## src/rtl/fpu_pkg.sv

```systemverilog
// Shared FPU definitions: flag bit positions, integer constants, the buffered
// result record and the sign-magnitude to two's-complement conversion.
package fpu_pkg;

    localparam int FLAG_OVF  = 0;
    localparam int FLAG_UDF  = 1;
    // Upper bound on the destination tag width that a result record can carry.
    localparam int TAG_MAX_W = 16;

    localparam logic [31:0] INT_SAT_POS = 32'h7FFF_FFFF;
    localparam logic [31:0] INT_ZERO    = 32'h0000_0000;

    typedef struct packed {
        logic [31:0]          data;
        logic [TAG_MAX_W-1:0] tag;
        logic [2:0]           flag;
    } cvt_res_t;

    // Overflow saturates even when underflow is also flagged; -0 folds to 0.
    function automatic logic [31:0] cvt_to_int(input logic [31:0] sm, input logic [2:0] flag);
        logic [31:0] mag;
        logic [31:0] res;
        mag = {1'b0, sm[30:0]};
        if (flag[FLAG_OVF]) begin
            res = INT_SAT_POS;
        end else if (flag[FLAG_UDF]) begin
            res = INT_ZERO;
        end else if (sm[31]) begin
            res = 32'd0 - mag;
        end else begin
            res = mag;
        end
        return res;
    endfunction

endpackage

```

## src/rtl/fcvt_fifo2.sv

```systemverilog
// Two-entry FIFO of conversion results with registered count, full and empty.
module fcvt_fifo2
    import fpu_pkg::*;
(
    input  logic     clk_i,
    input  logic     rst_ni,
    input  logic     push_i,
    input  cvt_res_t push_data_i,
    input  logic     pop_i,
    output cvt_res_t head_o,
    output logic     full_o,
    output logic     empty_o
);

    cvt_res_t   mem0_q, mem1_q;
    logic       wr_ptr_q, wr_ptr_d;
    logic       rd_ptr_q, rd_ptr_d;
    logic [1:0] count_q, count_d;
    logic       full_q, full_d;
    logic       empty_q, empty_d;

    // Pointer and occupancy next-state; push and pop together keep the count.
    always_comb begin
        count_d  = count_q;
        wr_ptr_d = push_i ? ~wr_ptr_q : wr_ptr_q;
        rd_ptr_d = pop_i  ? ~rd_ptr_q : rd_ptr_q;
        case ({push_i, pop_i})
            2'b10:   count_d = count_q + 2'd1;
            2'b01:   count_d = count_q - 2'd1;
            default: count_d = count_q;
        endcase
        full_d  = (count_d == 2'd2);
        empty_d = (count_d == 2'd0);
    end

    // Storage, pointers and status flags.
    always_ff @(posedge clk_i) begin
        if (!rst_ni) begin
            mem0_q   <= '0;
            mem1_q   <= '0;
            wr_ptr_q <= 1'b0;
            rd_ptr_q <= 1'b0;
            count_q  <= 2'd0;
            full_q   <= 1'b0;
            empty_q  <= 1'b1;
        end else begin
            if (push_i && !wr_ptr_q) begin
                mem0_q <= push_data_i;
            end else if (push_i && wr_ptr_q) begin
                mem1_q <= push_data_i;
            end else begin
                mem0_q <= mem0_q;
            end
            wr_ptr_q <= wr_ptr_d;
            rd_ptr_q <= rd_ptr_d;
            count_q  <= count_d;
            full_q   <= full_d;
            empty_q  <= empty_d;
        end
    end

    assign head_o  = rd_ptr_q ? mem1_q : mem0_q;
    assign full_o  = full_q;
    assign empty_o = empty_q;

endmodule

```

## src/rtl/fcvt_wb_stage.sv

```systemverilog
// Writeback stage for the bfloat16-to-int32 converter: converts to two's
// complement, buffers two results and keeps sticky flags and event counters.
module fcvt_wb_stage
    import fpu_pkg::*;
#(
    parameter int TAG_W = 5,
    parameter int CNT_W = 8
) (
    input  logic             clk_i,
    input  logic             rst_ni,
    input  logic             cvt_valid_i,
    output logic             cvt_ready_o,
    input  logic [31:0]      cvt_int_i,
    input  logic [2:0]       cvt_flag_i,
    input  logic [TAG_W-1:0] cvt_tag_i,
    output logic             wb_valid_o,
    input  logic             wb_ready_i,
    output logic [31:0]      wb_data_o,
    output logic [TAG_W-1:0] wb_tag_o,
    output logic [2:0]       wb_flag_o,
    output logic [1:0]       fflags_o,
    input  logic             fflags_clr_i,
    output logic [CNT_W-1:0] ovf_cnt_o,
    output logic [CNT_W-1:0] udf_cnt_o
);

    localparam logic [CNT_W-1:0] CNT_MAX = {CNT_W{1'b1}};
    localparam logic [CNT_W-1:0] CNT_ONE = CNT_W'(1);

    cvt_res_t         res_s, head_s;
    logic             full_s, empty_s;
    logic             in_xfer_s, out_xfer_s;
    logic             tag_unused_s;
    logic [1:0]       fflags_q, fflags_d, fflags_base_s;
    logic [CNT_W-1:0] ovf_q, ovf_d, ovf_base_s;
    logic [CNT_W-1:0] udf_q, udf_d, udf_base_s;

    assign in_xfer_s  = cvt_valid_i & ~full_s;
    assign out_xfer_s = ~empty_s & wb_ready_i;

    // Build the converted record written into the FIFO.
    always_comb begin
        res_s                 = '0;
        res_s.data            = cvt_to_int(cvt_int_i, cvt_flag_i);
        res_s.tag[TAG_W-1:0]  = cvt_tag_i;
        res_s.flag            = cvt_flag_i;
    end

    fcvt_fifo2 u_fifo (
        .clk_i       (clk_i),
        .rst_ni      (rst_ni),
        .push_i      (in_xfer_s),
        .push_data_i (res_s),
        .pop_i       (out_xfer_s),
        .head_o      (head_s),
        .full_o      (full_s),
        .empty_o     (empty_s)
    );

    // Clear applies first, so a simultaneous event lands on a zeroed state.
    always_comb begin
        fflags_base_s = fflags_clr_i ? 2'b00 : fflags_q;
        ovf_base_s    = fflags_clr_i ? '0 : ovf_q;
        udf_base_s    = fflags_clr_i ? '0 : udf_q;
        fflags_d      = fflags_base_s;
        ovf_d         = ovf_base_s;
        udf_d         = udf_base_s;
        if (in_xfer_s) begin
            fflags_d = fflags_base_s | {cvt_flag_i[FLAG_UDF], cvt_flag_i[FLAG_OVF]};
            if (cvt_flag_i[FLAG_OVF] && (ovf_base_s != CNT_MAX)) begin
                ovf_d = ovf_base_s + CNT_ONE;
            end else begin
                ovf_d = ovf_base_s;
            end
            if (cvt_flag_i[FLAG_UDF] && (udf_base_s != CNT_MAX)) begin
                udf_d = udf_base_s + CNT_ONE;
            end else begin
                udf_d = udf_base_s;
            end
        end else begin
            fflags_d = fflags_base_s;
        end
    end

    // Sticky flags and saturating counters.
    always_ff @(posedge clk_i) begin
        if (!rst_ni) begin
            fflags_q <= 2'b00;
            ovf_q    <= '0;
            udf_q    <= '0;
        end else begin
            fflags_q <= fflags_d;
            ovf_q    <= ovf_d;
            udf_q    <= udf_d;
        end
    end

    assign tag_unused_s = ^head_s.tag;
    assign cvt_ready_o  = ~full_s;
    assign wb_valid_o   = ~empty_s;
    assign wb_data_o    = head_s.data;
    assign wb_tag_o     = head_s.tag[TAG_W-1:0];
    assign wb_flag_o    = head_s.flag;
    assign fflags_o     = fflags_q;
    assign ovf_cnt_o    = ovf_q;
    assign udf_cnt_o    = udf_q;

endmodule

```

## config.mk

```make
export PLATFORM = sky130hd
export DESIGN_NAME = fcvt_wb_stage
export DESIGN_NICKNAME = d
export VERILOG_FILES = /design/src/rtl/fpu_pkg.sv /design/src/rtl/fcvt_fifo2.sv /design/src/rtl/fcvt_wb_stage.sv
export SDC_FILE = /design/constraint.sdc
export NUM_CORES = 1
export LEC_CHECK = 0
export CORE_MARGIN = 1.5
export CORE_UTILIZATION = 50
export CTS_CLUSTER_DIAMETER = 100
export DETAILED_ROUTE_END_ITERATION = 10
export PLACE_DENSITY = 0.79
export SLEW_MARGIN = 20
export SYNTH_ARGS = -nofsm -noshare
export SYNTH_HDL_FRONTEND = slang
export SYNTH_SLANG_ARGS = --single-unit
```

## constraint.sdc

```tcl
create_clock -name clk_i -period 5 [get_ports clk_i]
set_input_delay 0.75 -clock clk_i [delete_from_list [all_inputs] [get_ports clk_i]]
set_output_delay 0.75 -clock clk_i [all_outputs]
set_load 0.05 [all_outputs]
```

==> results.sh, run 1 <==
export IMPL_grt_usage_pct=26.6
export IMPL_post_route_drc_count=0
export IMPL_postSynthNetCount=702
export IMPL_ys_warn_count=0
export IMPL_path_buf_inv=1
export IMPL_place_area_um2=6560
export IMPL_yosysTopAreaCell="dfxtp_1"
export IMPL_rsz0062_at_grt="no"
export IMPL_io_pins=105
export IMPL_hpwl_mm=10.4
export IMPL_wire_per_inst_um=17.5
export IMPL_vias_per_cell=6.04
export IMPL_setup_violations=0
export IMPL_netlist_area_leader_share_pct=38.1
export IMPL_slew_headroom_pct=25.4
export IMPL_start_kind="flop"
export IMPL_cp_top_family="flip-flops"
export IMPL_synth_ff_type="dfxtp_1"
export IMPL_synthCells=653
export IMPL_hold_worst_slack_ns=0.461
export IMPL_worstPathRequired_ns=4.25
export IMPL_clk_pin_slew_ns=0.11
export IMPL_cts_resized=0
export IMPL_cpPeakStageDelay_ns=1.09
export IMPL_synthTopCellsByArea="dfxtp_1 38%, mux2_2 8.7%, nor2_1 5.3%"
export IMPL_dieArea_um2=11600
export IMPL_fin_ws_ns=1.63
export IMPL_first_global_vias=5002
export IMPL_clkSinkCount=104
export IMPL_final_period_utilization_pct=67.3
export IMPL_final_area_um2=6760
export IMPL_die_height_um=108
export IMPL_via_count=5258
export IMPL_grt_pass1_wl_mm=24.6
export IMPL_critical_path_slowest_cell="dfxtp_2"
export IMPL_overflow=0
export IMPL_die_x_um=108
export IMPL_synth_avg_cell_area_um2=8.37
export IMPL_row_count=37
export IMPL_mostFrequentLayoutCell="clkdlybuf4s50_1"
export IMPL_fin_nets=778
export IMPL_antenna_cells=0
export IMPL_cts_root_buf="clkbuf_8"
export IMPL_ys_seq_area_share_pct=38.1
export IMPL_globalplace_congestion=0.865
export IMPL_ys_seq_elements=104
export IMPL_slew_violations=0
export IMPL_critPathKind="flop to primary output"
export IMPL_layout_drive_gt1_share_pct=11.6
export IMPL_hold_class="flop to flop"
export IMPL_io_buffers=104
export IMPL_cts_hold_buf=0
export IMPL_clockBufferDepth=2
export IMPL_worst_slew_pin_slew_ns=1.12
export IMPL_cap_violations=0
export IMPL_finalSetupTns_ns=0
export IMPL_dr_pass1_iters=4
export IMPL_start_util_pct=52.2
export IMPL_final_min_clock_period_ns=3.37
export IMPL_cp_cell_sequence="mux2_2 > clkdlybuf4s50_1"
export IMPL_status="finished clean"
export IMPL_critPathMaxFanout=41
export IMPL_hold_viol=0
export IMPL_htreeDepth=3
export IMPL_fmax_ghz=0.297
export IMPL_p_leak_nw=2.45
export IMPL_core_um2=10500
export IMPL_wirelength_mm=15.2
export IMPL_grt_start_max_net_pins=42
export IMPL_insertion_delay_ns=0.37
export IMPL_antenna_found_initial=0
export IMPL_antenna_left=0
export IMPL_async_flop_share_pct=0
export IMPL_syn_cell_area_um2=5460
export IMPL_cp_arrival_ns=2.62
export IMPL_cts_inserted_buffers=9
export IMPL_dp_slack_ns=1.69
export IMPL_drtIter0Drc=447
export IMPL_vdd_ir_drop_max_mv=0.269
export IMPL_power_density_nw_per_um2=389
export IMPL_cts_tree="built"
export IMPL_area_growth_pct=23.7
export IMPL_mostFrequentLayoutCells="104 x clkdlybuf4s50_1, 103 x dfxtp_1, 76 x nor2_1"
export IMPL_crit_path_end_kind="primary output"
export IMPL_finClkSkew_ns=0.0156
export IMPL_synth_edf_count=0
export IMPL_ys_types=57
export IMPL_post_cts_buffers=0
tightest hold or removal path: stages (launching register included):
cell and delay [ns]:
dfxtp_1 0.32, nand2_1 0.05, a21oi_1 0.05
through the flow:
stage                     power [mW]  instances  utilization (%)
after floorplan                 1.77        653                -
after global routing            2.74        870             64.6
after global placement          2.07        854             62.7
after CTS                       2.62        870             64.6
after detailed placement        2.10        854             62.7
final                           2.63        870             64.6
registers in the layout (all words and copies together), names as in the netlist:
signal	flops
u_fifo.mem0_q	40
u_fifo.full_o	1
u_fifo.count_q	2
u_fifo.empty_o	1
ovf_cnt_o	8
u_fifo.rd_ptr_q	1
udf_cnt_o	8
u_fifo.wr_ptr_q	1
fflags_o	2
u_fifo.mem1_q	40
synthesized netlist by cell type, types with 6 or more instances:
| cell | count |
|---|---|
| inv_1 | 8 |
| clkbuf_1 | 36 |
| nor2b_1 | 10 |
| a211oi_1 | 21 |
| xnor2_1 | 17 |
| nand2b_1 | 12 |
| nand3_1 | 34 |
| a21oi_1 | 55 |
| nor3_1 | 17 |
| o311a_1 | 14 |
| mux2_2 | 42 |
| mux2i_1 | 6 |
| xor2_1 | 16 |
| buf_1 | 7 |
| dfxtp_1 | 104 |
| nand2_1 | 52 |
| nand4_1 | 8 |
| nor2_1 | 77 |
| nor4_1 | 6 |
| o21ai_0 | 33 |
worst paths after layout:
| path | startpoint | endpoint | slack [ns] | cells past startpoint |
|---|---|---|---|---|
| worst max register to register | u_fifo.wr_ptr_q | u_fifo.mem0_q[43] | 2.68 | 5 |
| worst min-delay path | u_fifo.mem1_q[1] | u_fifo.mem1_q[1] | 0.46 | 2 |
| worst max-delay path | u_fifo.rd_ptr_q | wb_data_o[24] | 1.63 | 2 |
| worst min register to register | u_fifo.mem1_q[1] | u_fifo.mem1_q[1] | 0.46 | 2 |
kinds of logic (layout without fill, tap and decap cells):
group           count (synthesis)  in the layout  share of synthesized area [%]
simple gates                  251            251                           23.2
flops                         104            104                           38.1
buf+inv                        58            139                           4.24
mux                            48             48                           9.76
fa+ha+maj                       4              4                          0.916
xor+xnor                       33             33                           5.29
compound gates                155            155                           18.5
final cells by class:
class / instances / area, µm²
tap: 136 / 170
inverter: 9 / 33.8
clock inverter: 6 / 68.8
clock buffer: 10 / 128
multi-input combinational: 491 / 3160
fill: 899 / 3710
sequential: 104 / 2080
timing repair buffer: 114 / 1120
report_power, final:
| group | total (mW) | switching (mW) | internal (mW) | leakage (nW) |
|---|---|---|---|---|
| Combinational | 1.04 | 0.641 | 0.400 | 1.50 |
| Sequential | 1.05 | 0.101 | 0.947 | 0.853 |
| Clock | 0.535 | 0.301 | 0.235 | 0.0968 |
| Total | 2.63 | 1.04 | 1.58 | 2.45 |
routing by layer:
metal	vias up	GRT usage, %	share of wire (%)
li1	2499	-	-
met1	2511	36.3	44
met2	227	42.9	48
met3	21	4.00	6.9
met4	0	9.49	1.5
met5	-	0	0
Power figures use the tool's default switching activity.
==> run 2, diff against run 1 <==
CORE_UTILIZATION = 47   (was 50)
PLACE_DENSITY = 0.78   (was 0.79)
clock period = 2.95 ns   (was 5 ns; I/O delays follow)
==> results.sh, run 2 (same netlist as run 1, synthesis figures left out) <==
export IMPL_vdd_ir_drop_max_mv=0.371
export IMPL_cap_violations=0
export IMPL_power_density_nw_per_um2=701
export IMPL_final_min_clock_period_ns=2.56
export IMPL_path_buf_inv=2
export IMPL_antenna_cells=0
export IMPL_post_route_drc_count=0
export IMPL_dr_pass1_iters=5
export IMPL_insertion_delay_ns=0.35
export IMPL_htreeDepth=3
export IMPL_critical_path_slowest_cell="clkdlybuf4s50_1"
export IMPL_worst_slew_pin_slew_ns=1.10
export IMPL_final_period_utilization_pct=86.7
export IMPL_critPathKind="flop to primary output"
export IMPL_post_cts_buffers=0
export IMPL_overflow=0
export IMPL_hold_class="flop to flop"
export IMPL_antenna_found_initial=0
export IMPL_finalSetupTns_ns=0
export IMPL_seqCellArea_um2=2080
export IMPL_fin_nets=796
export IMPL_first_global_vias=5189
export IMPL_setup_violations=0
export IMPL_worstPathRequired_ns=2.51
export IMPL_fin_util_pct=62.0
export IMPL_clockBufferDepth=2
export IMPL_finClkSkew_ns=0.00696
export IMPL_dieArea_um2=12300
export IMPL_fillers=940
export IMPL_start_util_pct=48.0
export IMPL_start_kind="flop"
export IMPL_mostFrequentLayoutCell="clkdlybuf4s50_1"
export IMPL_hold_viol=0
export IMPL_wirelength_mm=16.1
export IMPL_p_leak_nw=2.61
export IMPL_die_height_um=111
export IMPL_slew_violations=0
export IMPL_antenna_left=0
export IMPL_io_buffers=104
export IMPL_hpwl_mm=11.1
export IMPL_cts_resized=0
export IMPL_cts_inserted_buffers=9
export IMPL_vias_per_cell=6.01
export IMPL_multi_input_area_um2=3160
export IMPL_cp_arrival_ns=2.11
export IMPL_clk_pin_slew_ns=0.07
export IMPL_slew_headroom_pct=26.4
export IMPL_reg_top3="u_fifo.mem0_q: 40 flops, u_fifo.mem1_q: 40 flops"
export IMPL_clkSinkCount=104
export IMPL_cts_hold_buf=0
export IMPL_globalplace_congestion=0.847
export IMPL_crit_path_end_kind="primary output"
export IMPL_core_um2=11400
export IMPL_mostFrequentLayoutCells="104 x clkdlybuf4s50_1, 103 x dfxtp_1, 76 x nor2_1"
export IMPL_grt_start_max_net_pins=42
export IMPL_fmax_ghz=0.391
export IMPL_layout_drive_gt1_share_pct=13.8
export IMPL_io_pins=105
export IMPL_critPathMaxFanout=21
export IMPL_cp_cell_sequence="buf_4 > mux2_2 > clkdlybuf4s50_1"
export IMPL_drtIter0Drc=420
export IMPL_cts_root_buf="clkbuf_16"
export IMPL_area_growth_pct=29.0
export IMPL_rsz0062_at_grt="no"
export IMPL_cts_tree="built"
export IMPL_via_count=5378
export IMPL_die_x_um=111
export IMPL_grt_usage_pct=25.8
export IMPL_row_count=39
export IMPL_cp_top_family="buffers and inverters"
export IMPL_grt_pass1_wl_mm=25.9
export IMPL_finalPower_mw=4.94
export IMPL_wire_per_inst_um=18.0
export IMPL_cpPeakStageDelay_ns=0.71
export IMPL_status="finished clean"
## run 2: cell count changes in the layout (fill, tap and decap cells not counted), sizes merged
cell and delta:
buf +18, bufinv +1, clkinv -2, inv +1
## run 2: final timing paths
| path | endpoint | depth (start not counted) | slack (ns) | start |
|---|---|---|---|---|
| setup / recovery | wb_data_o[24] | 3 | 0.39 | u_fifo.rd_ptr_q |
| hold / removal | u_fifo.mem0_q[7] | 2 | 0.46 | u_fifo.mem0_q[7] |
| setup reg to reg | u_fifo.mem0_q[43] | 5 | 0.85 | u_fifo.wr_ptr_q |
| hold reg to reg | u_fifo.mem0_q[7] | 2 | 0.46 | u_fifo.mem0_q[7] |
## run 2: worst min-delay path, stage by stage (launching register included)
cell and delay, ns:
dfxtp_1 0.31, nand2_1 0.05, a21oi_1 0.05
## run 2: power breakdown
part	leakage [nW]	switching, mW	internal [mW]	total (mW)
Sequential	0.853	0.114	1.61	1.72
Clock	0.159	0.556	0.772	1.33
Combinational	1.59	1.17	0.718	1.89
## run 2: metrics by stage
step           instances  cell area [µm²]  worst slack, ns  hold WS, ns
4_1_cts              895             7050            0.403        0.461
6_report             895             7050            0.393        0.459
2_1_floorplan        653             5460            0.835        0.433
5_1_grt              895             7050            0.340        0.472
3_5_place_dp         879             6720            0.187        0.450
3_3_place_gp         879             6720            0.263        0.439
## run 2: per-layer routing
| layer | global-route usage [%] | vias up | routed length (µm) |
|---|---|---|---|
| met3 | 3.77 | 35 | 1040 |
| li1 | - | 2540 | - |
| met4 | 11.3 | 0 | 342 |
| met5 | 0 | - | 0 |
| met2 | 43.0 | 242 | 7690 |
| met1 | 33.2 | 2561 | 7030 |
## run 2: layout make-up
| type | instances | area share (%) |
|---|---|---|
| multi-input cells | 491 | 44.8 |
| flip-flops and latches | 104 | 29.6 |
| repair buffers | 132 | 17.9 |
| clock buffers | 10 | 3.39 |
| well taps | 143 | 2.54 |
| clock inverters | 6 | 1.28 |
| inverters | 9 | 0.479 |
==> run 3, diff against run 2 <==
CORE_ASPECT_RATIO = 1.75   (was not set)
SKIP_CTS_REPAIR_TIMING = 1   (was not set)
SKIP_LAST_GASP = 1   (was not set)
==> results.sh, run 3 (same netlist as run 1, synthesis figures left out) <==
export IMPL_status="finished clean"
export IMPL_critPathMaxFanout=22
export IMPL_path_buf_inv=2
export IMPL_setup_violations=0
export IMPL_clk_pin_slew_ns=0.07
export IMPL_clockPowerShare_pct=24.5
export IMPL_final_min_clock_period_ns=2.55
export IMPL_cts_root_buf="clkbuf_16"
export IMPL_hold_viol=0
export IMPL_antenna_left=0
export IMPL_grt_usage_pct=25.8
export IMPL_grt_pass1_wl_mm=25.8
export IMPL_critical_path_slowest_cell="clkdlybuf4s50_1"
export IMPL_first_global_vias=5296
export IMPL_rsz0062_at_grt="no"
export IMPL_layout_drive_gt1_share_pct=14.1
export IMPL_final_period_utilization_pct=86.5
export IMPL_die_height_um=146
export IMPL_p_seq_share_pct=36.0
export IMPL_cp_arrival_ns=2.11
export IMPL_core_um2=11200
export IMPL_finClkSkew_ns=0.00598
export IMPL_p_switching_mw=1.83
export IMPL_reg_top3="u_fifo.mem0_q: 40 flops, u_fifo.mem1_q: 40 flops"
export IMPL_mostFrequentLayoutCell="clkdlybuf4s50_1"
export IMPL_worstPathRequired_ns=2.51
export IMPL_insertion_delay_ns=0.35
export IMPL_htreeDepth=3
export IMPL_rr_startpoint="u_fifo.full_o"
export IMPL_clockBufferDepth=2
export IMPL_hold_class="flop to flop"
export IMPL_mostFrequentLayoutCells="104 x clkdlybuf4s50_1, 103 x dfxtp_1, 76 x nor2_1"
export IMPL_slew_violations=0
export IMPL_p_leak_nw=2.60
export IMPL_finalSetupTns_ns=0
export IMPL_worstSetupPathDepth=3
export IMPL_slew_headroom_pct=35.9
export IMPL_cp_cell_sequence="buf_4 > mux2_2 > clkdlybuf4s50_1"
export IMPL_start_kind="flop"
export IMPL_wire_per_inst_um=17.9
export IMPL_via_count=5316
export IMPL_worstRegToRegCells=5
export IMPL_r2r_setup_slack_ns=0.98
export IMPL_cp_top_family="buffers and inverters"
export IMPL_r2r_end="u_fifo.mem1_q[43]"
export IMPL_cpPeakStageDelay_ns=0.71
export IMPL_drtIter0Drc=273
export IMPL_fmax_ghz=0.392
export IMPL_cts_inserted_buffers=9
export IMPL_die_x_um=84.5
export IMPL_hpwl_mm=11.7
export IMPL_io_pins=105
export IMPL_antenna_cells=0
export IMPL_area_growth_pct=28.3
export IMPL_crit_path_end_kind="primary output"
export IMPL_critPathKind="flop to primary output"
export IMPL_io_buffers=104
export IMPL_cap_violations=0
export IMPL_dr_pass1_iters=5
export IMPL_dieArea_um2=12300
export IMPL_startpoint="u_fifo.rd_ptr_q"
export IMPL_p_int_mw=2.94
export IMPL_antenna_found_initial=0
export IMPL_fin_nets=798
export IMPL_grt_start_max_net_pins=42
export IMPL_post_route_drc_count=0
export IMPL_power_density_nw_per_um2=680
export IMPL_wirelength_mm=15.9
export IMPL_vdd_ir_drop_max_mv=0.412
export IMPL_pwr_share_comb_pct=39.5
export IMPL_globalplace_congestion=0.978
export IMPL_cts_tree="built"
export IMPL_overflow=0
export IMPL_worst_slew_pin_slew_ns=0.962
export IMPL_row_count=51
export IMPL_fillers=991
export IMPL_fin_util_pct=62.4
export IMPL_cp_endpoint="wb_data_o[27]"
export IMPL_p_sw_share_pct=38.4
export IMPL_start_util_pct=48.6
export IMPL_vias_per_cell=6.00
export IMPL_clkSinkCount=104
## run 3: layer usage
metal / vias to the layer above / GRT usage [%] / share of wire (%)
li1: 2549 / - / -
met1: 2525 / 28.3 / 38
met2: 201 / 46.2 / 52
met3: 41 / 4.82 / 5.7
met4: 0 / 13.8 / 4.9
met5: - / 0 / 0
## run 3: tightest hold or removal path, cell delays in order (launching register included)
cell     delay [ns]
dfxtp_1        0.31
nand2_1        0.05
a21oi_1        0.05
## run 3: power by group through the flow
stage	Sequential (mW)	Combinational [mW]	Clock, mW
3_3_place_gp	1.73	1.86	0
2_1_floorplan	1.73	1.26	0
3_5_place_dp	1.75	1.88	0
4_1_cts	1.71	1.89	1.18
6_report	1.72	1.89	1.17
5_1_grt	1.74	2.00	1.23
## run 3: how the worst min path moves through the flow
stage / cells after the start / slack, ns / from / endpoint
after global placement: 2 / 0.44 / u_fifo.mem1_q[5] / u_fifo.mem1_q[5]
after global routing: 2 / 0.48 / u_fifo.mem0_q[5] / u_fifo.mem0_q[5]
after CTS: 2 / 0.46 / u_fifo.mem1_q[1] / u_fifo.mem1_q[1]
after detailed placement: 2 / 0.44 / u_fifo.mem1_q[1] / u_fifo.mem1_q[1]
after floorplan: 2 / 0.43 / u_fifo.mem1_q[0] / u_fifo.mem1_q[0]
final: 2 / 0.45 / u_fifo.mem0_q[4] / u_fifo.mem0_q[4]
## run 3: per-stage QoR
stage                     hold slack, ns  setup slack [ns]  cells  cell area [µm²]  total power [mW]
after floorplan                    0.433             0.835    653             5460              2.99
after global placement             0.438             0.329    870             6720              3.59
after detailed placement           0.445             0.270    870             6720              3.63
after CTS                          0.455             0.377    886             7010              4.79
after global routing               0.479             0.346    886             7010              4.97
final                              0.454             0.399    886             7010              4.77
## run 3: cell type report
type | instances | area (µm²) | area share [%]
Timing Repair Buffer | 134 | 1280 | 18.2
Clock buffer | 10 | 239 | 3.41
Multi-Input combinational cell | 491 | 3160 | 45.0
Clock inverter | 6 | 51.3 | 0.732
Sequential cell | 104 | 2080 | 29.7
Tap cell | 132 | 165 | 2.36
Inverter | 9 | 33.8 | 0.482
